[config.mk]
export PLATFORM = sky130hd
export DESIGN_NAME = sdram_init_refresh_flat
export DESIGN_NICKNAME = d
export VERILOG_FILES = /design/src/rtl/sdram_init_refresh_if.sv /design/src/rtl/sdram_init_refresh.sv /design/src/flat_wrapper.sv
export SDC_FILE = /design/constraint.sdc
export NUM_CORES = 1
export LEC_CHECK = 0
export ABC_CLOCK_PERIOD_IN_PS = 2700
export CAP_MARGIN = 15
export CORE_ASPECT_RATIO = 0.5
export CORE_MARGIN = 2
export CORE_UTILIZATION = 55
export CTS_CLUSTER_SIZE = 14
export DETAILED_ROUTE_END_ITERATION = 8
export HOLD_SLACK_MARGIN = 0.03
export PLACE_DENSITY = 0.8
export REMOVE_ABC_BUFFERS = 1
export SYNTH_ARGS = -nofsm -noshare
export SYNTH_HDL_FRONTEND = slang
export SYNTH_SLANG_ARGS = --single-unit
[constraint.sdc]
create_clock -name CLK -period 2.7 [get_ports CLK]
set_input_delay 0.54 -clock CLK [delete_from_list [all_inputs] [get_ports CLK]]
set_output_delay 0.54 -clock CLK [all_outputs]
set_load 0.02 [all_outputs]
[src/rtl/sdram_init_refresh_if.sv]
// sdram_init_refresh_if: SDRAM command bus and refresh req/ack handshake between
// sdram_init_refresh (master) and the SDRAM cycle controller (slave).
interface sdram_init_refresh_if;
  logic        refresh_ack;
  logic        cmd_own;
  logic        init_done;
  logic        refresh_req;
  logic        refresh_done;
  logic        CKE;
  logic [1:0]  CS_n;
  logic        RAS_n;
  logic        CAS_n;
  logic        WE_n;
  logic [1:0]  BA;
  logic [12:0] MA;

  modport master (
    input  refresh_ack,
    output cmd_own, init_done, refresh_req, refresh_done,
    output CKE, CS_n, RAS_n, CAS_n, WE_n, BA, MA
  );

  modport slave (
    output refresh_ack,
    input  cmd_own, init_done, refresh_req, refresh_done,
    input  CKE, CS_n, RAS_n, CAS_n, WE_n, BA, MA
  );
endinterface

[src/rtl/sdram_init_refresh.sv]
// sdram_init_refresh: SDRAM power-up init on both chip selects, then periodic auto-refresh.
// Optional macro SDRAM_REFRESH_DEBT_EN: 3-bit saturating refresh debt instead of a pending flag.
module sdram_init_refresh #(
  parameter int unsigned INIT_WAIT        = 2500,
  parameter int unsigned REFRESH_INTERVAL = 195,
  parameter int unsigned T_RP             = 1,
  parameter int unsigned T_RFC            = 2,
  parameter int unsigned T_MRD            = 2,
  parameter logic [12:0] MODE_REG         = 13'h020
) (
  input logic                  CLK,
  input logic                  RESET_n,
  sdram_init_refresh_if.master bus
);
  localparam int unsigned M1   = (INIT_WAIT > T_RP) ? INIT_WAIT : T_RP;
  localparam int unsigned M2   = (M1 > T_RFC) ? M1 : T_RFC;
  localparam int unsigned CMAX = (M2 > T_MRD) ? M2 : T_MRD;
  localparam int unsigned CWR  = $clog2(CMAX + 1);
  localparam int unsigned CW   = (CWR < 1) ? 1 : CWR;
  localparam int unsigned IWR  = $clog2(REFRESH_INTERVAL + 1);
  localparam int unsigned IW   = (IWR < 1) ? 1 : IWR;
`ifdef SDRAM_REFRESH_DEBT_EN
  localparam int unsigned PW   = 3;
`else
  localparam int unsigned PW   = 1;
`endif

  typedef enum logic [3:0] {
    S_INIT_WAIT, S_PRECHARGE, S_PRE_WAIT, S_INIT_REF, S_INIT_RFC,
    S_LOAD_MODE, S_MRD_WAIT, S_IDLE, S_REFRESH, S_RFC_WAIT
  } state_t;

  state_t          state;
  logic [CW-1:0]   cnt;
  logic            ref_cnt;
  logic            iv_run;
  logic [IW-1:0]   iv_cnt;
  logic [PW-1:0]   pending;
  logic [PW-1:0]   pending_d;
  logic            wrap;
  logic            take;
  logic            done;

  // An ack in the same cycle as a wrap is honoured even though refresh_req is still low.
  always_comb begin
    wrap = iv_run && (iv_cnt == IW'(REFRESH_INTERVAL - 1));
    take = (state == S_IDLE) && bus.refresh_ack && ((pending != '0) || wrap);
    done = (state == S_RFC_WAIT) && (cnt >= CW'(T_RFC));
`ifdef SDRAM_REFRESH_DEBT_EN
    pending_d = pending;
    if (wrap && !done && (pending != '1))
      pending_d = pending + PW'(1);
    else if (done && !wrap && (pending != '0))
      pending_d = pending - PW'(1);
`else
    pending_d = pending;
    if (wrap)
      pending_d = 1'b1;
    else if (done)
      pending_d = 1'b0;
`endif
  end

  always_ff @(posedge CLK or negedge RESET_n) begin
    if (!RESET_n) begin
      state            <= S_INIT_WAIT;
      cnt              <= '0;
      ref_cnt          <= 1'b0;
      iv_run           <= 1'b0;
      iv_cnt           <= '0;
      pending          <= '0;
      bus.CKE          <= 1'b0;
      bus.CS_n         <= '1;
      bus.RAS_n        <= 1'b1;
      bus.CAS_n        <= 1'b1;
      bus.WE_n         <= 1'b1;
      bus.BA           <= '0;
      bus.MA           <= '0;
      bus.cmd_own      <= 1'b1;
      bus.init_done    <= 1'b0;
      bus.refresh_req  <= 1'b0;
      bus.refresh_done <= 1'b0;
    end else begin
      bus.CKE          <= 1'b1;
      bus.CS_n         <= '1;
      bus.RAS_n        <= 1'b1;
      bus.CAS_n        <= 1'b1;
      bus.WE_n         <= 1'b1;
      bus.BA           <= '0;
      bus.MA           <= '0;
      bus.refresh_done <= 1'b0;
      pending          <= pending_d;
      bus.refresh_req  <= (pending_d != '0);
      if (iv_run)
        iv_cnt <= wrap ? '0 : iv_cnt + IW'(1);

      // Outputs are registered alongside the state, so each branch drives the command for the state it enters.
      case (state)
        S_INIT_WAIT: begin
          if (cnt == CW'(INIT_WAIT)) begin
            state      <= S_PRECHARGE;
            bus.CS_n   <= '0;
            bus.RAS_n  <= 1'b0;
            bus.WE_n   <= 1'b0;
            bus.MA     <= 13'h0400;
          end else begin
            cnt <= cnt + CW'(1);
          end
        end
        S_PRECHARGE: begin
          state <= S_PRE_WAIT;
          cnt   <= CW'(1);
        end
        S_PRE_WAIT: begin
          if (cnt >= CW'(T_RP)) begin
            state     <= S_INIT_REF;
            bus.CS_n  <= '0;
            bus.RAS_n <= 1'b0;
            bus.CAS_n <= 1'b0;
          end else begin
            cnt <= cnt + CW'(1);
          end
        end
        S_INIT_REF: begin
          state <= S_INIT_RFC;
          cnt   <= CW'(1);
        end
        S_INIT_RFC: begin
          if (cnt >= CW'(T_RFC)) begin
            bus.CS_n  <= '0;
            bus.RAS_n <= 1'b0;
            bus.CAS_n <= 1'b0;
            if (!ref_cnt) begin
              ref_cnt <= 1'b1;
              state   <= S_INIT_REF;
            end else begin
              state    <= S_LOAD_MODE;
              bus.WE_n <= 1'b0;
              bus.MA   <= MODE_REG;
            end
          end else begin
            cnt <= cnt + CW'(1);
          end
        end
        S_LOAD_MODE: begin
          state <= S_MRD_WAIT;
          cnt   <= CW'(1);
        end
        S_MRD_WAIT: begin
          if (cnt >= CW'(T_MRD)) begin
            state         <= S_IDLE;
            bus.init_done <= 1'b1;
            bus.cmd_own   <= 1'b0;
            iv_run        <= 1'b1;
          end else begin
            cnt <= cnt + CW'(1);
          end
        end
        S_IDLE: begin
          if (take) begin
            state       <= S_REFRESH;
            bus.cmd_own <= 1'b1;
            bus.CS_n    <= '0;
            bus.RAS_n   <= 1'b0;
            bus.CAS_n   <= 1'b0;
          end
        end
        S_REFRESH: begin
          state <= S_RFC_WAIT;
          cnt   <= CW'(1);
        end
        S_RFC_WAIT: begin
          if (done) begin
            state            <= S_IDLE;
            bus.refresh_done <= 1'b1;
            bus.cmd_own      <= 1'b0;
          end else begin
            cnt <= cnt + CW'(1);
          end
        end
        default: begin
          state <= S_INIT_WAIT;
          cnt   <= '0;
        end
      endcase
    end
  end
endmodule
[src/flat_wrapper.sv]
// flat-port wrapper written by rule: the top's interface ports become plain ports
module sdram_init_refresh_flat 
#(
  parameter int unsigned INIT_WAIT        = 2500,
  parameter int unsigned REFRESH_INTERVAL = 195,
  parameter int unsigned T_RP             = 1,
  parameter int unsigned T_RFC            = 2,
  parameter int unsigned T_MRD            = 2,
  parameter logic [12:0] MODE_REG         = 13'h020
)
  (CLK, RESET_n, bus_refresh_ack, bus_cmd_own, bus_init_done, bus_refresh_req, bus_refresh_done, bus_CKE, bus_CS_n, bus_RAS_n, bus_CAS_n, bus_WE_n, bus_BA, bus_MA);
  sdram_init_refresh_if bus_i ();
  input logic CLK;
  input logic RESET_n;
  input wire logic [$bits(bus_i.refresh_ack)-1:0] bus_refresh_ack;
  output wire logic [$bits(bus_i.cmd_own)-1:0] bus_cmd_own;
  output wire logic [$bits(bus_i.init_done)-1:0] bus_init_done;
  output wire logic [$bits(bus_i.refresh_req)-1:0] bus_refresh_req;
  output wire logic [$bits(bus_i.refresh_done)-1:0] bus_refresh_done;
  output wire logic [$bits(bus_i.CKE)-1:0] bus_CKE;
  output wire logic [$bits(bus_i.CS_n)-1:0] bus_CS_n;
  output wire logic [$bits(bus_i.RAS_n)-1:0] bus_RAS_n;
  output wire logic [$bits(bus_i.CAS_n)-1:0] bus_CAS_n;
  output wire logic [$bits(bus_i.WE_n)-1:0] bus_WE_n;
  output wire logic [$bits(bus_i.BA)-1:0] bus_BA;
  output wire logic [$bits(bus_i.MA)-1:0] bus_MA;
  assign bus_i.refresh_ack = bus_refresh_ack;
  assign bus_cmd_own = bus_i.cmd_own;
  assign bus_init_done = bus_i.init_done;
  assign bus_refresh_req = bus_i.refresh_req;
  assign bus_refresh_done = bus_i.refresh_done;
  assign bus_CKE = bus_i.CKE;
  assign bus_CS_n = bus_i.CS_n;
  assign bus_RAS_n = bus_i.RAS_n;
  assign bus_CAS_n = bus_i.CAS_n;
  assign bus_WE_n = bus_i.WE_n;
  assign bus_BA = bus_i.BA;
  assign bus_MA = bus_i.MA;
  sdram_init_refresh #(.INIT_WAIT(INIT_WAIT), .REFRESH_INTERVAL(REFRESH_INTERVAL), .T_RP(T_RP), .T_RFC(T_RFC), .T_MRD(T_MRD), .MODE_REG(MODE_REG)) u_core (.CLK(CLK), .RESET_n(RESET_n), .bus(bus_i));
endmodule
==> run metrics, run 1 <==
relative slew slack 0.634; worst-path fanout max 11; postcts setup bufs 0; async set-reset flop share out of synthesis 1.00; leak pwr 1.02 nW; Peak VDD IR 0.142 mV; crit path DAT 2.65 ns; via count 1,669; Total GRT Usage 0.207; post-cts hold buffer count 0; final core utilization 0.619; Seq pwr share 0.565; fill cell count 315; Clock Pin Slew Worst Setup and Hold Paths 0.07 ns; IO Pins 28; power share of the clock group 0.400; drt initial violations 60; Worst-Skew Late Latency 0.29 ns; per-cell routed wire length 14.9 um; setup violators final 0; PwrDens 393 nW/um^2; Avg Cell Area, Syn 9.50 um^2; CTS resizes 0; DRC 0; global-route wire length before repair 7040 um; row count 16; I/O Buffers 14; placement-stage cell area 2280 um^2; Tcrit/Tclk final 0.913; n_diodes 0; final period demand of the worst path 2.47 ns; clock root buffer clkbuf_8; Final Max Slew Viols 0; outcome finished clean; vias in the first global route 1,460; Vias/cell 5.64; CTS Buffer Depth 2; CP required 2.89 ns; Final Hold Viols 0; RD Place Congestion 0.912; remaining antenna violation count 0; H-tree depth 2; Top FF cell, synth dfrtp_1; first-pass iteration count of the detailed router 4; worst hold path class register to register; final instance area 2370 um^2; Post-Syn Instances 227; layout cells sized above 1 0.140; DP HPWL 3170 um; Slew @ Worst Pin 0.546 ns; Syn. warnings 0; final wirelength 4400 um; startpoint types register; Nets 250; switch share 0.237; EDFF count, synth 0; global route overflow 0; clk_skew 0.00512 ns; Post-Syn Area 2160 um^2; Fin Setup TNS 0 ns; antenna violations before repair 0; P_sw 221 uW; Starting Density 0.564; RSZ-0062 raised after global routing false; highest clock rate 406 MHz; largest net degree at the start of global routing 36; sequential share of the synthesized area 0.409; Num CTS Buffers 5; Sink Count 35; FF+latch count, synth 35; Layout area overhead 9.81%; post-synthesis cell type count 55; Critical Path End Type register; die extent in x 92.5 um; Int Power 710 uW; combinational cell fraction of total power 0.035; DIE HEIGHT 48.3 um; CTS tree done; # Max-Cap Violations 0; crit path kind register to register; core area 3820 um^2; die area 4470 um^2
==> synth_stat cells, types with 2 or more instances <==
master     n  share of area
nand2b_1   5          0.015
inv_1      6          0.010
or4_1      2         0.0070
dfrtp_1   31           0.36
clkbuf_1   6          0.010
a21oi_1    4         0.0093
nor4b_1    2         0.0081
and3_1     5          0.015
or2_2      2         0.0058
buf_6      3          0.016
nor2_1    22          0.038
nand2_1   18          0.031
nand4b_1   3          0.012
xnor2_1    4          0.016
buf_4     16          0.056
buf_2      2         0.0046
xor2_1     6          0.024
dfstp_2    4          0.049
nand4_1    6          0.017
nor4_4     3          0.030
ha_1       6          0.035
nor4_2     2          0.012
nor2b_1    2         0.0058
o21ai_0   17          0.039
nand3_1   12          0.028
conb_1     2         0.0035
o31ai_1    6          0.021
a22oi_1    3          0.010
==> cell families after synthesis <==
group	share of synthesized area
AOI/OAI and AO/OA	0.139
muxes	0.00987
adders and majority gates	0.0348
and+or+nand+nor	0.266
xor gates and xnor gates	0.0406
other	0.00348
DFF	0.409
buffers and inverters	0.0969
==> path summary, 6_finish.rpt <==
check                                                       to                           start  cells past startpoint  slack [ns]
worst max-delay path                 u_core.cnt[8]$_DFFE_PN0P_       u_core.cnt[1]$_DFFE_PN0P_                      8        0.24
worst min-delay path            u_core.bus.cmd_own$_DFFE_PN1P_  u_core.bus.cmd_own$_DFFE_PN1P_                      1        0.51
worst max register to register       u_core.cnt[8]$_DFFE_PN0P_       u_core.cnt[1]$_DFFE_PN0P_                      8        0.24
worst min register to register  u_core.bus.cmd_own$_DFFE_PN1P_  u_core.bus.cmd_own$_DFFE_PN1P_                      1        0.51
max in group asynchronous       u_core.bus.cmd_own$_DFFE_PN1P_                         RESET_n                      2        1.70
min in group asynchronous         u_core.iv_cnt[3]$_DFFE_PN0P_                         RESET_n                      2        0.66
==> power by group through the flow <==
stage / Sequential (mW) / Clock, mW / Combinational [mW]
floorplan: 0.536 / 0 / 0.0158
global placement: 0.535 / 0 / 0.0326
detailed placement: 0.535 / 0 / 0.0328
CTS: 0.525 / 0.377 / 0.0329
global route: 0.525 / 0.400 / 0.0364
finish: 0.525 / 0.372 / 0.0329
==> flip-flops by register name, summed over array words and instances, names as in the netlist <==
register	flops
u_core.bus.cmd_own	1
u_core.cnt	12
u_core.bus.refresh_done	1
u_core.bus.MA	2
u_core.bus.CAS_n	1
u_core.ref_cnt	1
u_core.bus.refresh_req	1
u_core.iv_run	1
u_core.state	4
u_core.bus.CS_n	1
u_core.bus.WE_n	1
u_core.bus.CKE	1
u_core.iv_cnt	8
==> per-layer routing <==
metal,share of wire,global-route usage
met1,0.45,0.265
met2,0.47,0.372
met3,0.054,0.0417
met4,0.019,0.0746
met5,0,0
==> area by class of cell <==
class / instances / area [um^2] / share of cell area
sequential: 35 / 881 / 0.372
inverter: 6 / 22.5 / 0.00951
clock buffer: 6 / 72.6 / 0.0307
tap: 54 / 67.6 / 0.0285
clock inverter: 2 / 12.5 / 0.00529
multi-input combinational: 171 / 1110 / 0.469
timing repair buffer: 22 / 200 / 0.0846
==> layout by cell type, fill, tap and decap left out, drive strengths merged, types with 2 or more instances in the layout <==
cell / instances
dfrtp: 31
nor2: 22
nand2: 19
o21ai: 18
conb: 14
clkdlybuf4s50: 14
nand3: 13
buf: 8
inv: 6
o31ai: 6
nand4: 6
xor2: 6
ha: 6
clkbuf: 6
a21oi: 6
nor4: 6
and3: 5
nand2b: 5
xnor2: 4
dfstp: 4
nand4b: 3
a22oi: 3
nor4b: 3
or2: 3
or4: 2
nor2b: 2
o41ai: 2
==> metrics by stage <==
| stage | setup slack [ns] | hold WS [ns] | std cells | total power, mW |
|---|---|---|---|---|
| 2_1_floorplan | 0.519 | 0.244 | 212 | 0.552 |
| 3_3_place_gp | 0.372 | 0.473 | 288 | 0.568 |
| 3_5_place_dp | 0.238 | 0.481 | 288 | 0.568 |
| 4_1_cts | 0.228 | 0.509 | 296 | 0.936 |
| 5_1_grt | 0.0837 | 0.520 | 296 | 0.961 |
| 6_report | 0.235 | 0.508 | 296 | 0.931 |
==> worst max-delay path, stage by stage (launching register included) <==
cell,delay (ns)
dfrtp_1,0.49
inv_1,0.11
ha_1,0.20
nor4b_2,0.30
nand3_1,0.13
a21oi_2,0.27
nand2_2,0.17
or2_1,0.37
o41ai_2,0.32
Note: power is estimated with default switching activity, not from simulation.
==> inputs of run 2 (changes only) <==
Settings changed: ABC_CLOCK_PERIOD_IN_PS 2700 to 3000, CORE_UTILIZATION 55 to 59, PLACE_DENSITY 0.8 to 0.84.
Clock period 2.7 ns to 3 ns, I/O delays scaled along.
==> run 2 against run 1 <==
  * Critical path depth unchanged
  * Clock-buffer cell count unchanged
  * Via count rose by 1.6%
  * Register-to-register slack improved by 0.28 ns
  * Utilization increased by 5.5 points
  * Non-clock buffer count is 3 lower
  * Sequential power down 9.9%
  * Setup slack better by 0.28 ns
  * First-iteration DRC count up 67%
  * Sequential share of layout area up 0.42 points
  * Largest cell class unchanged
  * Largest power group unchanged
==> run metrics, run 2 (synthesis gave the netlist of run 1 again) <==
Tcrit/Tclk final 0.828 (was 0.913); crit path kind register to register (unchanged); DIE HEIGHT 46.7 um (was 48.3 um); clk_skew 0.00522 ns (was 0.00512 ns); RSZ-0062 raised after global routing false (unchanged); Vias/cell 5.85 (was 5.64); post-cts hold buffer count 0 (unchanged); CP required 3.17 ns (was 2.89 ns); remaining antenna violation count 0 (unchanged); switch share 0.240 (was 0.237); I/O Buffers 14 (unchanged); first-pass iteration count of the detailed router 5 (was 4); Sink Count 35 (unchanged); RD Place Congestion 0.818 (was 0.912); Clock Pin Slew Worst Setup and Hold Paths 0.07 ns (about the same); DP HPWL 3010 um (was 3170 um); Worst Hold Path EP u_core.bus.cmd_own$_DFFE_PN1P_ (unchanged); Slew @ Worst Pin 0.534 ns (was 0.546 ns); IO Pins 28 (unchanged); combinational cell fraction of total power 0.035 (about the same); Int Power 639 uW (was 710 uW); largest registers u_core.cnt (12), u_core.iv_cnt (8), u_core.state (4) (unchanged); PwrDens 359 nW/um^2 (was 393 nW/um^2); DRC 0 (unchanged); drt initial violations 100 (was 60); Peak VDD IR 0.192 mV (was 0.142 mV); FF-to-FF End u_core.cnt[6]$_DFFE_PN0P_ (was u_core.cnt[8]$_DFFE_PN0P_); CTS tree done (unchanged); largest net degree at the start of global routing 36 (unchanged); worst hold path class register to register (unchanged); leak pwr 1.00 nW (was 1.02 nW); H-tree depth 2 (unchanged); row count 15 (was 16); Final Hold Viols 0 (unchanged); Seq pwr share 0.562 (was 0.565); Layout area overhead 8.59% (was 9.81%); via count 1,696 (was 1,669); postcts setup bufs 0 (unchanged); antenna violations before repair 0 (unchanged); die extent in x 89.5 um (was 92.5 um); outcome finished clean (unchanged); highest clock rate 402 MHz (was 406 MHz); Fin Setup TNS 0 ns (unchanged); # Max-Cap Violations 0 (unchanged); Final Max Slew Viols 0 (unchanged); Num CTS Buffers 5 (unchanged); setup violators final 0 (unchanged); Hold Crit Depth 1 (unchanged); commonest non-fill, non-tap cell in the layout dfrtp_1 (unchanged); per-cell routed wire length 14.8 um (was 14.9 um); Starting Density 0.621 (was 0.564); startpoint types register (unchanged); global-route wire length before repair 6840 um (was 7040 um); Total GRT Usage 0.224 (was 0.207); final wirelength 4280 um (was 4400 um); final period demand of the worst path 2.48 ns (was 2.47 ns); Critical Path End Type register (unchanged); die area 4180 um^2 (was 4470 um^2); relative slew slack 0.639 (was 0.634); n_diodes 0 (unchanged); layout cells sized above 1 0.130 (was 0.140); power share of the clock group 0.403 (was 0.400); max FFs per register 12 (unchanged); crit path DAT 2.65 ns (about the same); clock root buffer clkbuf_8 (unchanged); P_sw 202 uW (was 221 uW); R2R setup slack 0.52 ns (was 0.24 ns); most frequent cells in the layout dfrtp_1, nor2_1, nand2_1, o21ai_0 (unchanged); worst r2r path cells 8 (unchanged); Reg with most FFs u_core.cnt (unchanged); Hold Crit Start u_core.bus.cmd_own$_DFFE_PN1P_ (unchanged); vias in the first global route 1,480 (was 1,460); worst r2r src u_core.cnt[1]$_DFFE_PN0P_ (unchanged); global route overflow 0 (unchanged); core area 3470 um^2 (was 3820 um^2); worst-path fanout max 11 (unchanged); Nets 247 (was 250); CTS Buffer Depth 2 (unchanged); Worst-Skew Late Latency 0.30 ns (was 0.29 ns); final core utilization 0.674 (was 0.619); CTS resizes 0 (unchanged)
## run 2: cell types whose count changed in the layout (fill, tap and decap cells not counted)
cell,change
buf_4,-3
## run 2: worst max-delay path by stage
stage / slack, ns / startpoint / cells after the start / endpoint
after floorplan: 0.82 / u_core.cnt[1]$_DFFE_PN0P_ / 8 / u_core.cnt[8]$_DFFE_PN0P_
after global placement: 0.68 / u_core.cnt[1]$_DFFE_PN0P_ / 8 / u_core.cnt[8]$_DFFE_PN0P_
after detailed placement: 0.52 / u_core.cnt[1]$_DFFE_PN0P_ / 8 / u_core.cnt[6]$_DFFE_PN0P_
after CTS: 0.49 / u_core.cnt[1]$_DFFE_PN0P_ / 8 / u_core.cnt[6]$_DFFE_PN0P_
after global routing: 0.31 / u_core.cnt[1]$_DFFE_PN0P_ / 8 / u_core.cnt[6]$_DFFE_PN0P_
final: 0.52 / u_core.cnt[1]$_DFFE_PN0P_ / 8 / u_core.cnt[6]$_DFFE_PN0P_
## run 2: metrics by stage
| stage | setup WS [ns] | power (mW) | area [um^2] | cells | hold WS [ns] |
|---|---|---|---|---|---|
| after floorplan | 0.819 | 0.497 | 2010 | 212 | 0.304 |
| after global placement | 0.681 | 0.511 | 2260 | 282 | 0.474 |
| after detailed placement | 0.517 | 0.511 | 2260 | 282 | 0.473 |
| after CTS | 0.487 | 0.847 | 2340 | 290 | 0.484 |
| after global routing | 0.306 | 0.871 | 2340 | 290 | 0.515 |
| final | 0.515 | 0.841 | 2340 | 290 | 0.481 |
## run 2: layer usage
metal	part of all wire	vias to the layer above	routed length (um)	track usage
met4	0.0065	0	28	0.0627
met2	0.50	81	2120	0.394
li1	-	797	-	-
met3	0.067	4	285	0.0685
met1	0.43	814	1850	0.276
met5	0	-	0	0
## run 2: critical path, stage by stage, from the launching register on
cell     delay (ns)
dfrtp_1        0.49
inv_1          0.12
ha_1           0.20
nor4b_2        0.29
nand3_1        0.13
a21oi_2        0.26
nand2_2        0.17
or2_1          0.37
o41ai_1        0.33
## run 2: power by group through the flow
| stage | combinational (mW) | clock, mW | sequential [mW] |
|---|---|---|---|
| final | 0.0291 | 0.339 | 0.473 |
| after global routing | 0.0327 | 0.366 | 0.472 |
| after CTS | 0.0297 | 0.345 | 0.473 |
| after detailed placement | 0.0297 | 0 | 0.482 |
| after global placement | 0.0293 | 0 | 0.482 |
| after floorplan | 0.0142 | 0 | 0.483 |
## run 2: area by class of cell
type / count / area (um^2)
Inverter: 6 / 22.5
Fill cell: 264 / 1130
Clock inverter: 2 / 12.5
Tap cell: 51 / 63.8
Sequential cell: 35 / 881
Timing Repair Buffer: 19 / 178
Multi-Input combinational cell: 171 / 1110
Clock buffer: 6 / 72.6
==> inputs of run 3 (changes only) <==
Settings changed: ABC_CLOCK_PERIOD_IN_PS 3000 to 2400, CORE_UTILIZATION 59 to 55, PLACE_DENSITY 0.84 to 0.8.
Clock period 3 ns to 2.4 ns, I/O delays scaled along.
==> run 3 against run 2 <==
  * Cell count grew 2.8%
  * Utilization shrank 4.4 points
  * Clock-buffer cell count grew 2
  * Clock power grew 38%
  * Register-to-register slack lost 0.36 ns
  * Sequential power grew 25%
  * Setup slack lost 0.36 ns
==> run metrics, run 3 (synthesis gave the netlist of run 1 again) <==
outcome finished clean (unchanged); Nets 252 (was 247); # Max-Cap Violations 0 (unchanged); I/O Buffers 14 (unchanged); Critical Path End Type register (unchanged); Vias/cell 5.72 (was 5.85); RD Place Congestion 0.887 (was 0.818); postcts setup bufs 0 (unchanged); setup violators final 0 (unchanged); highest clock rate 445 MHz (was 402 MHz); Buf/Inv on CP 1 (unchanged); die extent in x 92.5 um (was 89.5 um); first-pass iteration count of the detailed router 4 (was 5); final cell count without fillers 298 (was 290); CP Launch Point u_core.cnt[1]$_DFFE_PN0P_ (unchanged); via count 1,704 (was 1,696); final setup margin 0.155 ns (was 0.515 ns); Starting Density 0.564 (was 0.621); worst-path fanout max 7 (was 11); most frequent cells in the layout dfrtp_1, nor2_1, nand2_1, o21ai_0 (unchanged); critical path's slowest cell dfrtp_2 (was dfrtp_1); PwrDens 455 nW/um^2 (was 359 nW/um^2); global-route wire length before repair 7320 um (was 6840 um); Num CTS Buffers 5 (unchanged); drt initial violations 110 (was 100); Fin Setup TNS 0 ns (unchanged); Tcrit/Tclk final 0.935 (was 0.828); per-cell routed wire length 14.8 um (about the same); Peak VDD IR 0.195 mV (was 0.192 mV); Slew @ Worst Pin 0.665 ns (was 0.534 ns); global route overflow 0 (unchanged); CTS tree done (unchanged); RSZ-0062 raised after global routing false (unchanged); final period demand of the worst path 2.24 ns (was 2.48 ns); H-tree depth 2 (unchanged); Final Hold Viols 0 (unchanged); row count 16 (was 15); commonest non-fill, non-tap cell in the layout dfrtp_1 (unchanged); dpl ws 0.00753 ns (was 0.517 ns); fill cell count 316 (was 264); worst r2r src u_core.cnt[1]$_DFFE_PN0P_ (unchanged); DIE HEIGHT 48.3 um (was 46.7 um); layout cells sized above 1 0.160 (was 0.130); Placed Cells 290 (was 282); GR peak layer met2 (unchanged); Clock Pin Slew Worst Setup and Hold Paths 0.07 ns (about the same); core area 3820 um^2 (was 3470 um^2); CP required 2.58 ns (was 3.17 ns); largest registers u_core.cnt (12), u_core.iv_cnt (8), u_core.state (4) (unchanged); max incr delay on CP 0.45 ns (was 0.49 ns); final instance area 2410 um^2 (was 2340 um^2); largest net degree at the start of global routing 36 (unchanged); worst hold path class register to register (unchanged); n_diodes 0 (unchanged); Total GRT Usage 0.217 (was 0.224); worst path cell trace inv_1 -> ha_1 -> nor4b_2 -> nand3_1 -> a21oi_4 -> nand2_2 -> or2_4 -> o41ai_2 (was inv_1 -> ha_1 -> nor4b_2 -> nand3_1 -> a21oi_2 -> nand2_2 -> or2_1 -> o41ai_1); clk_skew 0.00511 ns (was 0.00522 ns); placement-stage cell area 2300 um^2 (was 2260 um^2); IO Pins 28 (unchanged); Global Route met3 Usage 0.0417 (was 0.0685); Worst-Skew Late Latency 0.29 ns (was 0.30 ns); die area 4470 um^2 (was 4180 um^2); remaining antenna violation count 0 (unchanged); crit path DAT 2.43 ns (was 2.65 ns); Layout area overhead 11.8% (was 8.59%); met2 Usage GRT 0.391 (was 0.394); CTS Buffer Depth 2 (unchanged); leak pwr 1.04 nW (was 1.00 nW); clock root buffer clkbuf_8 (unchanged); Hold Crit Start u_core.bus.cmd_own$_DFFE_PN1P_ (unchanged); delay-heaviest family, CP simple AND/OR/NAND/NOR gates (unchanged); Sink Count 35 (unchanged); Reg with most FFs u_core.cnt (unchanged); met1 Use GR 0.279 (was 0.276); antenna violations before repair 0 (unchanged); Final Max Slew Viols 0 (unchanged); crit path kind register to register (unchanged); max FFs per register 12 (unchanged); DP HPWL 3230 um (was 3010 um); Fin Hold WS 0.496 ns (was 0.481 ns); startpoint types register (unchanged); DRC 0 (unchanged); relative slew slack 0.550 (was 0.639); final wirelength 4420 um (was 4280 um); vias in the first global route 1,550 (was 1,480)
## run 3: cell count changes in the layout (fill, tap and decap cells not counted), sizes merged
| cell | before | now |
|---|---|---|
| buf | 5 | 10 |
| clkbuf | 6 | 8 |
| clkinv | 1 | 0 |
| clkinvlp | 1 | 0 |
## run 3: path summary, 6_finish.rpt
path / cells past startpoint / slack (ns) / end
max: 8 / 0.16 / u_core.cnt[8]$_DFFE_PN0P_
min: 1 / 0.50 / u_core.bus.cmd_own$_DFFE_PN1P_
max reg2reg: 8 / 0.16 / u_core.cnt[8]$_DFFE_PN0P_
min reg2reg: 1 / 0.50 / u_core.bus.cmd_own$_DFFE_PN1P_
max in group asynchronous: 2 / 1.45 / u_core.bus.cmd_own$_DFFE_PN1P_
min in group asynchronous: 2 / 0.60 / u_core.iv_cnt[3]$_DFFE_PN0P_
## run 3: cell type report
class,count,area [um^2],area share
clock buffers,8,100,0.0415
inverters,6,22.5,0.00935
multi-input cells,171,1120,0.465
flip-flops and latches,35,883,0.367
well taps,54,67.6,0.0280
repair buffers,24,215,0.0893
## run 3: report_power, final
part,switching [mW],internal (mW),total (mW)
combinational,0.0313,0.00537,0.0366
sequential,0.000228,0.591,0.591
clock,0.206,0.262,0.468
total,0.237,0.858,1.10
## run 3: what timing repair did
action / CTS / global route
hold endpoints to repair: 0 / 0
setup endpoints to repair: 0 / 6
hold buffers: 0 / 0
resized for setup: 0 / 4
## run 3: metal layers
layer  wire (um)  part of all wire  vias to the layer above
li1            -                 -                      807
met5           0                 0                        -
met2        2190              0.49                       43
met1        2000              0.45                      847
met4          46             0.010                        0
met3         192             0.043                        7
## run 3: through the flow
stage               power (mW)  utilization
floorplan                0.621            -
global placement         0.639        0.601
detailed placement       0.639        0.601
CTS                       1.11        0.627
global route              1.14        0.630
finish                    1.10        0.630
